===== src/rtl/cpu_pkg.sv =====
// Shared CPU types: ALU opcodes, branch condition codes, flag bit positions, flag/branch FSM states.
// Latency: n/a (types and constants only).
// Backpressure: n/a.
package cpu_pkg;

  typedef enum logic [2:0] {
    ALU_ADD    = 3'b000,
    ALU_SUB    = 3'b001,
    ALU_RED    = 3'b010,
    ALU_XOR    = 3'b011,
    ALU_SLL    = 3'b100,
    ALU_SRA    = 3'b101,
    ALU_ROR    = 3'b110,
    ALU_PADDSB = 3'b111
  } alu_op_e;

  typedef enum logic [2:0] {
    COND_NE  = 3'b000,
    COND_EQ  = 3'b001,
    COND_GT  = 3'b010,
    COND_LT  = 3'b011,
    COND_GE  = 3'b100,
    COND_LE  = 3'b101,
    COND_OVF = 3'b110,
    COND_AL  = 3'b111
  } cond_e;

  localparam int FLAG_N = 2;
  localparam int FLAG_Z = 1;
  localparam int FLAG_V = 0;

  typedef enum logic [1:0] {
    FBU_IDLE     = 2'b00,
    FBU_HOLD     = 2'b01,
    FBU_REDIRECT = 2'b10
  } fbu_state_e;

  // ADD/SUB update N, Z and V.
  function automatic logic op_writes_nv(alu_op_e op);
    return (op == ALU_ADD) || (op == ALU_SUB);
  endfunction

  // Every op except RED and PADDSB updates Z.
  function automatic logic op_writes_z(alu_op_e op);
    return (op != ALU_RED) && (op != ALU_PADDSB);
  endfunction

endpackage


===== src/rtl/br_cond_eval.sv =====
// Branch condition evaluator: maps a 3-bit condition code and {N,Z,V} to taken/not-taken.
// Latency: purely combinational.
// Backpressure: none.
module br_cond_eval
  import cpu_pkg::*;
(
  input  logic [2:0] cond,
  input  logic [2:0] flags,
  output logic       true
);

  logic n;
  logic z;
  logic v;

  assign n = flags[FLAG_N];
  assign z = flags[FLAG_Z];
  assign v = flags[FLAG_V];

  // Decode the condition code against the supplied flags.
  always_comb begin
    true = 1'b0;
    case (cond_e'(cond))
      COND_NE:  true = ~z;
      COND_EQ:  true = z;
      COND_GT:  true = ~z & ~n;
      COND_LT:  true = n;
      COND_GE:  true = z | ~n;
      COND_LE:  true = n | z;
      COND_OVF: true = v;
      COND_AL:  true = 1'b1;
      default:  true = 1'b0;
    endcase
  end

endmodule


===== src/rtl/flag_branch_unit.sv =====
// Flag register plus conditional-branch resolver producing a one-cycle redirect pulse.
// Latency: one cycle from an accepted branch in ID to br_taken/br_target.
// Backpressure: stall freezes flags and FSM (REDIRECT still retires); br_hazard asks ID to re-present.
module flag_branch_unit
  import cpu_pkg::*;
(
  input  logic        clk,
  input  logic        rst_n,
  input  logic        stall,
  input  logic        ex_valid,
  input  logic [2:0]  ex_ctl,
  input  logic [2:0]  alu_flags,
  input  logic        id_valid,
  input  logic        id_br,
  input  logic        id_brr,
  input  logic [2:0]  id_cond,
  input  logic [8:0]  id_imm9,
  input  logic [15:0] id_pc_plus2,
  input  logic [15:0] id_rs_data,
  output logic [2:0]  flags_q,
  output logic        br_hazard,
  output logic        br_taken,
  output logic [15:0] br_target,
  output logic        br_flush
);

  alu_op_e    ex_op;
  logic       flag_we;
  logic       ex_writes_flags;
  logic       br_req;
  logic       cond_true;
  logic [15:0] target_calc;
  logic       load_target;
  logic       taken_q;
  logic [15:0] target_q;
  fbu_state_e state_q;
  fbu_state_e state_d;

  assign ex_op   = alu_op_e'(ex_ctl);
  assign flag_we = ex_valid & ~stall;

  // Any op that writes Z also covers the N/V writers, so it marks a flag producer.
  assign ex_writes_flags = ex_valid & op_writes_z(ex_op);

  assign br_req    = id_valid & (id_br | id_brr) & ~stall & ~br_flush;
  assign br_hazard = br_req & ex_writes_flags;

  // Conditions always see the registered flags, never the in-flight ALU result.
  br_cond_eval u_cond (
    .cond  (id_cond),
    .flags (flags_q),
    .true  (cond_true)
  );

  // BR wins when both branch kinds are flagged; B offset is a signed word count.
  assign target_calc = id_brr ? id_rs_data
                              : id_pc_plus2 + {{6{id_imm9[8]}}, id_imm9, 1'b0};

  // Architectural flag register: per-bit write enables by ALU op, unwritten bits hold.
  always_ff @(posedge clk or negedge rst_n) begin
    if (!rst_n) begin
      flags_q <= 3'b000;
    end else if (flag_we) begin
      if (op_writes_nv(ex_op)) begin
        flags_q[FLAG_N] <= alu_flags[FLAG_N];
        flags_q[FLAG_V] <= alu_flags[FLAG_V];
      end
      if (op_writes_z(ex_op)) begin
        flags_q[FLAG_Z] <= alu_flags[FLAG_Z];
      end
    end
  end

  // State register for the branch FSM.
  always_ff @(posedge clk or negedge rst_n) begin
    if (!rst_n) begin
      state_q <= FBU_IDLE;
    end else begin
      state_q <= state_d;
    end
  end

  // Next-state logic. HOLD is the cycle in which the re-presented branch sees the
  // producer's flags, so it resolves the request itself and otherwise falls back to IDLE.
  // A stalled cycle cannot carry a request, so IDLE/HOLD simply keep their state then.
  always_comb begin
    state_d     = state_q;
    load_target = 1'b0;
    case (state_q)
      FBU_IDLE, FBU_HOLD: begin
        if (br_hazard) begin
          state_d = FBU_HOLD;
        end else if (br_req && cond_true) begin
          state_d     = FBU_REDIRECT;
          load_target = 1'b1;
        end else if (!stall) begin
          state_d = FBU_IDLE;
        end
      end
      FBU_REDIRECT: state_d = FBU_IDLE;
      default:      state_d = FBU_IDLE;
    endcase
  end

  // Registered redirect pulse and target, so both are flop outputs in REDIRECT.
  always_ff @(posedge clk or negedge rst_n) begin
    if (!rst_n) begin
      taken_q  <= 1'b0;
      target_q <= 16'h0000;
    end else begin
      taken_q <= (state_d == FBU_REDIRECT);
      if (load_target) begin
        target_q <= target_calc;
      end
    end
  end

  assign br_taken  = taken_q;
  assign br_flush  = taken_q;
  assign br_target = target_q;

endmodule


===== config.mk =====
export PLATFORM = sky130hd
export DESIGN_NAME = flag_branch_unit
export DESIGN_NICKNAME = d
export VERILOG_FILES = /design/src/rtl/cpu_pkg.sv /design/src/rtl/br_cond_eval.sv /design/src/rtl/flag_branch_unit.sv
export SDC_FILE = /design/constraint.sdc
export NUM_CORES = 1
export LEC_CHECK = 0
export CORE_MARGIN = 2
export CORE_UTILIZATION = 42
export CTS_BUF_LIST = sky130_fd_sc_hd__clkbuf_8 sky130_fd_sc_hd__clkbuf_16
export DETAILED_ROUTE_END_ITERATION = 8
export HOLD_SLACK_MARGIN = 0.06
export PLACE_DENSITY = 0.81
export SYNTH_ARGS = -nofsm -noshare
export SYNTH_HDL_FRONTEND = slang
export SYNTH_SLANG_ARGS = --single-unit

===== constraint.sdc =====
create_clock -name clk -period 2.5 [get_ports clk]
set_input_delay 0.5 -clock clk [delete_from_list [all_inputs] [get_ports clk]]
set_output_delay 0.5 -clock clk [all_outputs]
set_load 0.05 [all_outputs]

-- Word-level counts from Yosys, hierarchy flattened
Index checks and enable logic that the tools add are counted.
- muxes and demuxes: 9
- add/sub/neg operators: 1
- equal/unequal tests: 12
- bitwise logic cells: 14
- reductions and logical operators: 9
- operators with widths (kind ; number):
    16-bit adder ; 1
    16-bit 2-to-1 mux ; 1
    3-bit == test (second input constant) ; 4
    2-bit 2-to-1 mux ; 4
    1-bit one-hot mux with 8 select lines ; 1
    1-bit bitwise AND ; 7
    3-bit by 1-bit == test with 1-bit output (second input constant) ; 2
    3-bit by 2-bit == test with 1-bit output (second input constant) ; 2
    3-bit zero test ; 2
    1-bit NOT ; 4
    2-bit AND reduction ; 2
    1-bit 2-to-1 mux ; 3
    3-bit by 2-bit inequality test with 1-bit output (second input constant) ; 1
    3-bit inequality test (second input constant) ; 1
    1-bit OR ; 3
    2-bit by 1-bit == test with 1-bit output (second input constant) ; 1
    2-bit == test (second input constant) ; 1
    1-bit logical AND ; 2
    2-bit zero test ; 1
    2-bit OR reduction ; 1
    1-bit logical OR ; 1
- bits of input ports: 57
- flip-flop bits (word level): 22

-- Logic depth before layout (Yosys ltp)
- depth after elaboration: 9
- depth in mapped cells: 9
- depth with buffers taken out: 9

-- Cells and area by module
From an unflattened synthesis, not the netlist that was laid out.
- cell total of the unflattened synthesis: 191
- area, all modules: 1710.4 um^2
- by module, submodules not included (module ; sequential area each (um^2) ; cells an instance ; area each (um^2) ; instances):
    flag_branch_unit ; 525.5 ; 180 ; 1634.1 ; 1
    br_cond_eval ; 0.0 ; 11 ; 76.3 ; 1

-- Worst setup path after synthesis
OpenSTA, ideal clock, no wires.
- path kind: input port to flip-flop
- from: input port id_imm9[3]
- to: register target_q[14] (netlist: br_target[14])
- buffers on the path: 0
- data arrival time: 2.367 ns
- stages: 7
- required time: 2.431 ns
- path slack: 0.063 ns
- setup time: 0.069 ns
- cells stage by stage: ha_1 and3_1 a2111oi_4 a21oi_2 a41o_1 or4b_1 nand3_1
- longest elaborated chain between the ends: 2
- ends and longest elaborated chain (what ; line ; text):
    from (decl) ; flag_branch_unit.sv:17 ; input logic [8:0] id_imm9,
    16-bit adder ; flag_branch_unit.sv:57 ; : id_pc_plus2 + {{6{id_imm9[8]}}, id_imm9, 1'b0};
    16-bit 2-to-1 mux ; flag_branch_unit.sv:56 ; assign target_calc = id_brr ? id_rs_data
    to (signal assigned) ; flag_branch_unit.sv:113 ; target_q <= target_calc;
    to (decl) ; flag_branch_unit.sv:35 ; logic [15:0] target_q;
No other way between the ends.
A chain may end at the register's enable or synchronous reset.

-- Final worst setup path
- from: input port id_pc_plus2[4]
- to: register target_q[15] (netlist: br_target[15])
- longest elaborated chain between the ends: 2
- ends and longest elaborated chain (what ; line ; text):
    from (decl) ; flag_branch_unit.sv:18 ; input logic [15:0] id_pc_plus2,
    16-bit adder ; flag_branch_unit.sv:57 ;
    16-bit 2-to-1 mux ; flag_branch_unit.sv:56 ;
No other way between the ends.

==> results.py <==
metrics = {
    "timing": {
        "period_share_pct": 96.33,
        "slew_headroom_pct": 64.66,
        "max_freq_mhz": 415.2,
        "rsz0062_at_grt": "no",
        "hold_viol": 0,
        "setup_viol": 0,
        "tightestPinTransition_ns": 0.5285,
        "period_minus_slack_ns": 2.408,
        "fin_skew_ns": 0.003833,
        "maxSlewViolCount": 0,
    },
    "clock_tree": {
        "numCtsBuffers": 3,
        "clock-sinks": 21,
        "htreeDepth": 1,
        "cts.clk_slew.worst_paths_ns": 0.08,
        "clockBufferDepth": 2,
        "insertion_delay_ns": 0.27,
        "cts_root_buf": "clkbuf_8",
        "cts_tree": "built",
    },
    "final_layout": {
        "fillCellCount": 288,
        "multi_input_area_sq_um": 1191,
        "drive_gt1_share_pct": 19.05,
        "syn2layout_area_growth_pct": 71.36,
        "utilization_pct": 74.45,
        "final_common_cell": "clkdlybuf4s50_1",
        "regArea_sq_um": 525.5,
        "mostFrequentLayoutCells": "clkdlybuf4s50_1 (66), buf_4 (37), a21oi_1 (27)",
        "antennaDiodeCount": 0,
        "nets": 388,
        "final_cell_area_sq_um": 2957,
    },
    "drt": {
        "vias": 1990,
        "wirelength_um": 5039,
        "routed_via_density": 5.452,
        "drcViolationCount": 0,
        "antenna_left": 0,
        "drt_iter0_drc": 54,
        "dr.pass1.iters": 4,
        "post_drt_wl_per_cell_um": 13.81,
    },
    "worst_setup_path": {
        "r2r_slack_ns": 0.54,
        "crit_type": "input port to register",
        "cp_max_fo": 4,
        "r2r-start": "flags_q[1]$_DFFE_PN0P_",
        "r2r.worst_path.cells": 7,
        "arrival_ns": 2.61,
        "cp.required_ns": 2.71,
        "rr_endpoint": "br_target[9]$_DFFE_PN0P_",
        "start_kind": "input port",
        "cp-end-kind": "register",
    },
    "die": {
        "num_io_pins": 79,
        "start_util_pct": 43.45,
        "die_y_um": 68.10,
        "die-area_sq_um": 4637,
        "die_w_um": 68.10,
        "core_sq_um": 3971,
        "num_rows": 23,
    },
    "hold_path": {
        "whs_path_depth": 2,
        "min-delay-start": "br_target[5]$_DFFE_PN0P_",
        "hold_end": "br_target[5]$_DFFE_PN0P_",
        "worst_hold_path_type": "register to register",
    },
    "synthesis": {
        "postSynthCellCount": 201,
        "syn_avg_cell_area_sq_um": 8.584,
        "synth_cell_types": 50,
        "synth-edff-count": 0,
        "synth-seq-cells": 21,
        "synthFlopType": "dfrtp_1",
        "syn-cell-area_sq_um": 1725,
        "syn_nets": 273,
        "async_flop_share_pct": 100.0,
        "ys_seq_area_share_pct": 30.46,
        "yosysWarningCount": 0,
    },
    "power": {
        "p_per_area_nw_per_um2": 654.3,
        "irDropWorstVdd_mv": 0.3647,
        "power.leakage_nw": 1.278,
    },
    "global_route": {
        "grt_pass1_vias": 1858,
        "grt_max_degree": 34,
        "grt_remaining_overflow": 0,
        "grt_usage_pct": 22.95,
        "grt_pass1_wl_um": 8148,
        "antenna_found_initial": 0,
    },
    "placed_design": {
        "hpwl_um": 3875,
        "dpl_cell_area_sq_um": 2805,
        "place.gp.congestion": 0.8682,
        "io_buffers": 78,
    },
    "run_status": {
        "status": "finished clean",
    },
    "flow_run": {
        "maxCapViolations": 0,
    },
}
[layer usage]
| metal | wire [um] | share of wire, % | GRT usage, % | up-vias |
|---|---|---|---|---|
| li1 | - | - | - | 978 |
| met1 | 2025 | 40 | 27.61 | 928 |
| met2 | 2544 | 50 | 41.38 | 77 |
| met3 | 391 | 7.8 | 3.289 | 7 |
| met4 | 77 | 1.5 | 8.000 | 0 |
| met5 | 0 | 0 | 0 | - |
[synthesized netlist by cell type (3+ instances only)]
library cell	n	area share (%)
nand3_1	6	1.7
or4b_1	4	2.3
and2_1	6	2.2
nor2b_1	6	2.2
dfrtp_1	21	30
ha_1	14	10
clkbuf_1	6	1.3
nand4_1	5	1.8
a21o_1	3	1.3
inv_1	9	2.0
and3_1	3	1.1
xnor2_1	3	1.5
nor2_1	23	5.0
o21ai_0	4	1.2
a21oi_1	28	8.1
nor3_1	3	0.87
nand2_1	9	2.0
mux2i_1	7	4.1
[cell families after synthesis]
family / after synthesis / share of synthesized area (%)
AOI/OAI and AO/OA: 60 / 23.13
xor gates and xnor gates: 5 / 2.539
adders and majority gates: 15 / 11.31
buffers and inverters: 17 / 3.988
DFF: 21 / 30.46
muxes: 9 / 5.366
and+or+nand+nor: 74 / 23.21
[what timing repair did]
| action | CTS | global route |
|---|---|---|
| pin swaps | 16 | 7 |
| endpoints found under the setup margin | 7 | 3 |
| resized for setup | 27 | 2 |
| setup buffers | 6 | 1 |
| hold buffers | 0 | 0 |
[flip-flops by register name (all words and copies together), names as in the netlist]
name,flops
br_target,16
flags_q,3
br_flush,1
state_q,1
[where the power goes]
group          leakage, nW  switching, mW  internal, mW
clock               0.0217          0.120         0.113
sequential           0.247         0.0682         0.452
combinational         1.01          0.694         0.488
total                 1.28          0.882          1.05
[worst max-delay path by stage]
stage | slack [ns] | start | cells after the start | endpoint
2_1_floorplan | 0.06 | id_imm9[3] | 7 | br_target[14]$_DFFE_PN0P_
3_3_place_gp | -0.37 | id_imm9[2] | 9 | br_target[15]$_DFFE_PN0P_
3_5_place_dp | -0.41 | id_imm9[3] | 8 | br_target[14]$_DFFE_PN0P_
4_1_cts | 0.02 | id_pc_plus2[3] | 9 | br_target[15]$_DFFE_PN0P_
5_1_grt | 0.005 | id_pc_plus2[1] | 11 | br_target[13]$_DFFE_PN0P_
6_report | 0.09 | id_pc_plus2[4] | 9 | br_target[15]$_DFFE_PN0P_
[final cells by class]
cell class / count / area share (%)
multi-input cells: 163 / 40.29
repair buffers: 118 / 37.03
flip-flops and latches: 21 / 17.77
well taps: 50 / 2.116
clock buffers: 3 / 1.397
inverters: 9 / 1.143
clock inverters: 1 / 0.2539
[critical path: stages]
cell           delay, ns
dlygate4sd2_1       0.26
ha_4                0.25
buf_6               0.11
o21a_2              0.18
o31a_1              0.12
o31a_1              0.32
a31o_1              0.26
or4b_1              0.50
nand3_1             0.10
[metrics by stage]
step           TNS (ns)  total power, mW  setup slack [ns]  std cells  hold WS (ns)
2_1_floorplan         0            1.204           0.06317        201        0.2044
3_3_place_gp     -2.255            1.659           -0.3678        355        0.5015
3_5_place_dp     -2.656            1.677           -0.4067        355        0.4983
4_1_cts               0            1.936           0.01993        365        0.5285
5_1_grt               0            2.045          0.004759        365        0.5538
6_report              0            1.935           0.09165        365        0.5301
Note: power is estimated with default switching activity, not from simulation.
